==> src/rtl/pipe_pkg.sv <==
// -----------------------------------------------------------------------------
// pipe_pkg
// Shared definitions for the pipeline stage register family:
//   - EX/MEM payload field offsets/widths and the resulting bundle width
//   - strobe mask for the EX/MEM instance (is_mem_cmd must not re-fire on stall)
//   - occupancy state encoding used by pipe_stage_skid
//   - pack/unpack helpers for the EX/MEM bundle
// -----------------------------------------------------------------------------
package pipe_pkg;

   localparam int EXMEM_W        = 55;
   localparam int INST_LSB       = 39;
   localparam int RES_LSB        = 23;
   localparam int STORE_LSB      = 7;
   localparam int WR_EN_BIT      = 6;
   localparam int MEM_STORE_BIT  = 5;
   localparam int IS_MEM_CMD_BIT = 4;
   localparam int WB_SEL_BIT     = 3;
   localparam int WADDR_LSB      = 0;
   localparam int FIELD16_W      = 16;
   localparam int WADDR_W        = 3;

   localparam logic [EXMEM_W-1:0] EXMEM_STROBE_MASK =
      {{(EXMEM_W-1){1'b0}}, 1'b1} << IS_MEM_CMD_BIT;

   // Number of held entries; TWO only reachable with the skid slot enabled.
   typedef enum logic [1:0] {
      OCC_EMPTY = 2'd0,
      OCC_ONE   = 2'd1,
      OCC_TWO   = 2'd2
   } occ_state_e;

   typedef struct packed {
      logic [FIELD16_W-1:0] inst;
      logic [FIELD16_W-1:0] res;
      logic [FIELD16_W-1:0] store;
      logic                 wr_en;
      logic                 mem_store;
      logic                 is_mem_cmd;
      logic                 wb_sel;
      logic [WADDR_W-1:0]   waddr;
   } exmem_t;

   function automatic logic [EXMEM_W-1:0] exmem_pack(
      input logic [FIELD16_W-1:0] inst,
      input logic [FIELD16_W-1:0] res,
      input logic [FIELD16_W-1:0] store,
      input logic                 wr_en,
      input logic                 mem_store,
      input logic                 is_mem_cmd,
      input logic                 wb_sel,
      input logic [WADDR_W-1:0]   waddr
   );
      logic [EXMEM_W-1:0] p;
      p = {EXMEM_W{1'b0}};
      p[INST_LSB  +: FIELD16_W] = inst;
      p[RES_LSB   +: FIELD16_W] = res;
      p[STORE_LSB +: FIELD16_W] = store;
      p[WR_EN_BIT]              = wr_en;
      p[MEM_STORE_BIT]          = mem_store;
      p[IS_MEM_CMD_BIT]         = is_mem_cmd;
      p[WB_SEL_BIT]             = wb_sel;
      p[WADDR_LSB +: WADDR_W]   = waddr;
      return p;
   endfunction

   function automatic exmem_t exmem_unpack(input logic [EXMEM_W-1:0] p);
      exmem_t f;
      f.inst       = p[INST_LSB  +: FIELD16_W];
      f.res        = p[RES_LSB   +: FIELD16_W];
      f.store      = p[STORE_LSB +: FIELD16_W];
      f.wr_en      = p[WR_EN_BIT];
      f.mem_store  = p[MEM_STORE_BIT];
      f.is_mem_cmd = p[IS_MEM_CMD_BIT];
      f.wb_sel     = p[WB_SEL_BIT];
      f.waddr      = p[WADDR_LSB +: WADDR_W];
      return f;
   endfunction

endpackage

==> src/rtl/pipe_stage_skid_sat_counter.sv <==
// -----------------------------------------------------------------------------
// sat_counter
// Up-counter that sticks at its all-ones value.
//   clk    : clock
//   rst    : synchronous active-high reset, clears the count
//   inc_i  : count one this cycle
//   cnt_o  : current count (registered)
// -----------------------------------------------------------------------------
module sat_counter #(
   parameter int W = 16
) (
   input  logic         clk,
   input  logic         rst,
   input  logic         inc_i,
   output logic [W-1:0] cnt_o
);

   logic [W-1:0] cnt_q;
   logic [W-1:0] cnt_d;

   // Next count: increment unless already saturated.
   always_comb begin
      cnt_d = cnt_q;
      if (inc_i && (cnt_q != {W{1'b1}})) begin
         cnt_d = cnt_q + {{(W-1){1'b0}}, 1'b1};
      end else begin
         cnt_d = cnt_q;
      end
   end

   // Count register with synchronous reset.
   always_ff @(posedge clk) begin
      if (rst) begin
         cnt_q <= {W{1'b0}};
      end else begin
         cnt_q <= cnt_d;
      end
   end

   assign cnt_o = cnt_q;

endmodule

==> src/rtl/pipe_stage_skid.sv <==
// -----------------------------------------------------------------------------
// pipe_stage_skid
// Valid/ready pipeline register with optional 2-entry skid buffer.
//   clk, rst   : clock, synchronous active-high reset
//   flush      : discard all held entries next cycle
//   in_valid / in_ready / in_data    : upstream handshake and payload
//   out_valid / out_ready / out_data : downstream handshake and payload
//                                      (strobe bits gated, zero when idle)
//   occupancy  : held entries (0..2)
//   stall_cnt  : saturating count of cycles with out_valid & ~out_ready
// With SKID_EN=1 in_ready comes straight from a flop; the skid slot S absorbs
// the one beat accepted while downstream stalls. With SKID_EN=0 there is a
// single slot and in_ready is combinational.
// -----------------------------------------------------------------------------
module pipe_stage_skid
   import pipe_pkg::*;
#(
   parameter int                   PAYLOAD_W   = EXMEM_W,
   parameter logic [PAYLOAD_W-1:0] STROBE_MASK = {PAYLOAD_W{1'b0}},
   parameter bit                   SKID_EN     = 1'b1,
   parameter int                   STALL_CNT_W = 16
) (
   input  logic                   clk,
   input  logic                   rst,
   input  logic                   flush,
   input  logic                   in_valid,
   output logic                   in_ready,
   input  logic [PAYLOAD_W-1:0]   in_data,
   output logic                   out_valid,
   input  logic                   out_ready,
   output logic [PAYLOAD_W-1:0]   out_data,
   output logic [1:0]             occupancy,
   output logic [STALL_CNT_W-1:0] stall_cnt
);

   logic                 mv_q, mv_d;
   logic [PAYLOAD_W-1:0] md_q, md_d;
   logic                 first_q, first_d;
   logic                 sv_q, sv_d;
   logic [PAYLOAD_W-1:0] sd_q, sd_d;
   logic                 in_ready_q, in_ready_d;

   logic       in_fire;
   logic       out_fire;
   logic       stall;
   occ_state_e state;

   assign in_ready  = SKID_EN ? in_ready_q : (~mv_q | out_ready);
   assign out_valid = mv_q;
   assign in_fire   = in_valid & in_ready;
   assign out_fire  = mv_q & out_ready;
   assign stall     = mv_q & ~out_ready;
   assign occupancy = {1'b0, mv_q} + {1'b0, sv_q};

   // Decode the held-entry state from the two valid bits.
   always_comb begin
      if (mv_q && sv_q) begin
         state = OCC_TWO;
      end else if (mv_q) begin
         state = OCC_ONE;
      end else begin
         state = OCC_EMPTY;
      end
   end

   // Next-state for both slots; flush wins over any transfer this cycle.
   always_comb begin
      mv_d    = mv_q;
      md_d    = md_q;
      first_d = first_q;
      sv_d    = sv_q;
      sd_d    = sd_q;
      if (flush) begin
         // Data registers are left alone; the bubble rule hides them.
         mv_d    = 1'b0;
         sv_d    = 1'b0;
         first_d = 1'b0;
      end else if (SKID_EN) begin
         case (state)
            OCC_EMPTY: begin
               if (in_fire) begin
                  mv_d    = 1'b1;
                  md_d    = in_data;
                  first_d = 1'b1;
               end else begin
                  mv_d    = 1'b0;
               end
            end
            OCC_ONE: begin
               if (out_ready) begin
                  if (in_fire) begin
                     md_d    = in_data;
                     first_d = 1'b1;
                  end else begin
                     mv_d    = 1'b0;
                     first_d = 1'b0;
                  end
               end else begin
                  // Stalled: head has now been shown once; park new beat in S.
                  first_d = 1'b0;
                  if (in_fire) begin
                     sv_d = 1'b1;
                     sd_d = in_data;
                  end else begin
                     sv_d = 1'b0;
                  end
               end
            end
            OCC_TWO: begin
               if (out_ready) begin
                  md_d    = sd_q;
                  sv_d    = 1'b0;
                  first_d = 1'b1;
               end else begin
                  first_d = 1'b0;
               end
            end
            default: begin
               mv_d    = 1'b0;
               sv_d    = 1'b0;
               first_d = 1'b0;
            end
         endcase
      end else begin
         sv_d = 1'b0;
         if (in_fire) begin
            mv_d    = 1'b1;
            md_d    = in_data;
            first_d = 1'b1;
         end else if (out_fire) begin
            mv_d    = 1'b0;
            first_d = 1'b0;
         end else if (stall) begin
            first_d = 1'b0;
         end else begin
            first_d = first_q;
         end
      end
   end

   // in_ready is registered: free exactly when the skid slot will be empty.
   always_comb begin
      in_ready_d = ~sv_d;
   end

   // Slot registers with synchronous reset.
   always_ff @(posedge clk) begin
      if (rst) begin
         mv_q       <= 1'b0;
         md_q       <= {PAYLOAD_W{1'b0}};
         first_q    <= 1'b0;
         sv_q       <= 1'b0;
         sd_q       <= {PAYLOAD_W{1'b0}};
         in_ready_q <= 1'b1;
      end else begin
         mv_q       <= mv_d;
         md_q       <= md_d;
         first_q    <= first_d;
         sv_q       <= sv_d;
         sd_q       <= sd_d;
         in_ready_q <= in_ready_d;
      end
   end

   // Presented payload: zero when idle, strobe bits only while first is set.
   always_comb begin
      if (mv_q) begin
         out_data = md_q & ~(STROBE_MASK & {PAYLOAD_W{~first_q}});
      end else begin
         out_data = {PAYLOAD_W{1'b0}};
      end
   end

   sat_counter #(
      .W (STALL_CNT_W)
   ) u_stall_cnt (
      .clk   (clk),
      .rst   (rst),
      .inc_i (stall),
      .cnt_o (stall_cnt)
   );

endmodule
==> config.mk <==
export PLATFORM = sky130hd
export DESIGN_NAME = pipe_stage_skid
export DESIGN_NICKNAME = d
export VERILOG_FILES = /design/src/rtl/pipe_pkg.sv /design/src/rtl/pipe_stage_skid_sat_counter.sv /design/src/rtl/pipe_stage_skid.sv
export SDC_FILE = /design/constraint.sdc
export NUM_CORES = 1
export LEC_CHECK = 0
export CAP_MARGIN = 20
export CORE_MARGIN = 1.5
export CORE_UTILIZATION = 52
export CTS_CLUSTER_SIZE = 25
export DETAILED_ROUTE_END_ITERATION = 10
export PLACE_DENSITY = 0.83
export SKIP_LAST_GASP = 1
export SYNTH_ARGS = -nofsm -noshare
export SYNTH_HDL_FRONTEND = slang
export SYNTH_HIERARCHICAL = 1
export SYNTH_SLANG_ARGS = --single-unit
==> constraint.sdc <==
create_clock -name clk -period 2.2 [get_ports clk]
set_clock_uncertainty 0.05 [all_clocks]
set_input_delay 0.66 -clock clk [delete_from_list [all_inputs] [get_ports clk]]
set_output_delay 0.66 -clock clk [all_outputs]
set_load 0.02 [all_outputs]
==> results.py <==
metrics = {
    "synthesis": {
        "syn_inst": 700,
        "ys_seq_area_share_pct": 40.1,
        "yosys-top-cells-count": "129 x dfxtp_1, 67 x a21oi_1, 61 x nand3_1",
        "ys_warn_count": 6,
        "async_flop_share_pct": 0,
        "synth_top_area_cell": "dfxtp_1",
        "yosys_most_used_dff": "dfxtp_1",
        "ys_types": 47,
        "synth_top_cell_area_share_pct": 40.1,
        "synth_nets": 765,
        "synth.most_common_cell": "dfxtp_1",
        "ys_seq_elements": 129,
        "synth_area_leaders": "dfxtp_1 40%, a211oi_2 9.7%, mux2i_1 8.7%",
        "avgSynthCellArea_um2": 9.20,
        "netlist_area_um2": 6440,
        "synth-edff-count": 0,
    },
    "drt": {
        "antenna_left": 0,
        "wl_um": 19100,
        "drt_iter0_drc": 543,
        "vias_per_cell": 6.24,
        "drc_errors": 0,
        "wl_per_cell_um": 19.0,
        "dr.pass1.iters": 7,
        "route.vias.total": 6254,
    },
    "timing": {
        "fin_crit_ps": 2190,
        "finalMaxSlewViolations": 0,
        "worstMarginPinSlew_ps": 590,
        "hold_viol": 0,
        "setup_slack_ps": 10.9,
        "setup_tns_ps": 0,
        "setup_viol": 0,
        "rsz0062_at_grt": "true",
        "hold_slack_ps": 423,
        "max-slew-margin-rel_pct": 60.6,
        "post-route-period-util_pct": 99.5,
        "clock.fmax_mhz": 457,
    },
    "worst_setup_path": {
        "cp_num_buf_inv": 2,
        "worstRegToRegCells": 6,
        "crit_path_end_kind": "output port",
        "crit_slowest_cell": "dfxtp_2",
        "cp.depth": 3,
        "critPathMaxFanout": 24,
        "crit_required_ps": 1490,
        "path_delay_family": "buffers and inverters",
        "crit_chain": "buf_6 > and2_1 > clkdlybuf4s15_2",
        "arrival_ps": 1480,
        "worst_setup_path_start_kind": "flip-flop",
        "crit_type": "reg -> out",
        "r2r-end": "sd_q[47]",
        "r2r_slack_ps": 220,
        "r2r_start": "out_valid",
        "slowest_delay_ps": 380,
    },
    "clocking": {
        "cts_tree": "yes",
        "root_buffer": "clkbuf_16",
        "insertion_delay_ps": 420,
        "hold_buffers": 0,
        "cts.sinks": 129,
        "clk_pin_slew_ps": 60,
        "cts.path.max_buffers": 2,
        "cts_buffers": 17,
        "htree_levels": 4,
    },
    "flow_run": {
        "drv_cap": 0,
    },
    "grt": {
        "antenna_found_initial": 0,
        "track_usage_pct": 29.6,
        "grt_pass1_wl_um": 30900,
        "grt_max_degree": 42,
        "overflow": 0,
        "grt_pass1_vias": 6309,
    },
    "finish": {
        "antenna_cells": 0,
        "syn2layout_area_growth_pct": 31.8,
        "drive_gt1_share_pct": 21.3,
        "nets": 887,
        "fillers": 878,
        "final_util_pct": 70.4,
    },
    "worst_hold_path": {
        "hold_path_end": "sd_q[18]",
        "hold_path_depth": 2,
        "hold_path_class": "reg -> reg",
        "min_from": "sd_q[18]",
    },
    "floorplanning": {
        "initial_core_util_pct": 53.4,
        "core_area_um2": 12100,
        "num_io_pins": 135,
        "die_w_um": 114,
        "die_area_um2": 13100,
        "fp-row-count": 40,
        "fp.dieH_um": 114,
    },
    "pwr": {
        "power.leakage_uw": 0.00305,
        "ir_drop_mv": 0.428,
        "powerDensity_nw_per_um2": 704,
    },
    "placed_design": {
        "io_buffer_count": 134,
        "place_hpwl_um": 12300,
        "finalWeightedCongestion": 0.874,
        "place_ws_ps": -310,
    },
    "status": {
        "status": "finished, final reports clean",
    },
}
==> sequential cells by signal (all words and copies together), names as in the netlist <==
register	flops
in_ready	1
md_q	55
out_valid	1
sd_q	55
sv_q	1
u_stall_cnt/cnt_o	16
==> cells in the final DEF (no fill, tap or decap), types with 4 or more instances in the layout <==
cell,Yosys,routed
a21oi_1,67,66
o31ai_1,6,6
clkbuf_2,5,36
buf_4,2,37
nor2_1,10,10
clkdlybuf4s50_1,0,60
and2_1,56,56
dlygate4sd2_1,0,18
dlymetal6s2s_1,0,4
a211oi_1,6,6
o21ai_0,39,39
nand3_1,61,61
dfxtp_1,129,128
o21ai_1,20,20
buf_12,0,9
nand2_1,10,10
clkinv_2,0,4
clkdlybuf4s15_1,0,13
inv_1,6,6
or4_1,8,8
nor3_1,4,4
mux2i_1,56,56
a31oi_1,55,55
clkbuf_16,0,17
a211oi_2,50,50
==> how the worst max path moves through the flow <==
stage | endpoint | slack [ps] | from
after floorplan | out_data[10] | 250 | out_valid
after global placement | u_stall_cnt/cnt_o[7] | -330 | out_ready
after detailed placement | u_stall_cnt/cnt_o[9] | -310 | out_ready
after CTS | out_data[18] | -30 | out_valid
after global routing | out_data[0] | -20 | out_valid
final | out_data[0] | 10 | out_valid
==> layout make-up <==
class                           count  area (um2)  share of cell area, %
Multi-Input combinational cell    487        3460                   40.8
Timing Repair Buffer              180        1600                   18.9
Inverter                            7        26.3                  0.310
Clock inverter                     10         134                   1.58
Sequential cell                   129        2580                   30.4
Tap cell                          168         210                   2.48
Clock buffer                       22         464                   5.47
==> worst reg2reg max path, cell delays in order (launching register included) <==
cell	delay, ps
dfxtp_2	380
buf_12	180
ha_2	290
buf_4	350
buf_4	330
nand3_1	120
a21oi_1	180
==> power by group <==
part / leakage [uW] / switching, uW / total (uW) / internal, uW
Sequential: 0.00105 / 44.1 / 2460 / 2420
Clock: 0.000290 / 1020 / 2850 / 1830
Combinational: 0.00171 / 373 / 662 / 289
==> timing repair <==
item | 4_1_cts | 5_1_grt
setup buffers | 0 | 0
gates cloned | 0 | 0
resized for setup | 86 | 81
setup endpoints to repair | 69 | 60
==> per-layer routing <==
metal  GRT usage [%]  share of wire (%)  vias to the layer above
met1            36.1                 40                     3035
met4            13.7                3.4                        0
li1                -                  -                     2853
met2            50.8                 50                      308
met5               0                  0                        -
met3            5.56                5.9                       58
==> cell families (layout without fill, tap and decap cells) <==
family | Yosys count | after routing | share of synthesized area [%]
flip-flops | 129 | 129 | 40.1
AO/OA/AOI/OAI | 251 | 251 | 27.3
XOR/XNOR | 2 | 2 | 0.272
AND/OR/NAND/NOR | 172 | 172 | 15.7
adder cells (fa/ha/maj) | 5 | 5 | 0.971
multiplexers | 57 | 57 | 8.88
buffers and inverters | 84 | 219 | 6.82
==> stage by stage <==
step	cell area (um2)	cells	total power, uW
2_1_floorplan	6440	700	2870
3_3_place_gp	8070	971	3140
3_5_place_dp	8070	971	3160
4_1_cts	8600	1003	5970
5_1_grt	8490	1003	6140
6_report	8490	1003	5980
Note: power is estimated with default switching activity, not from simulation.
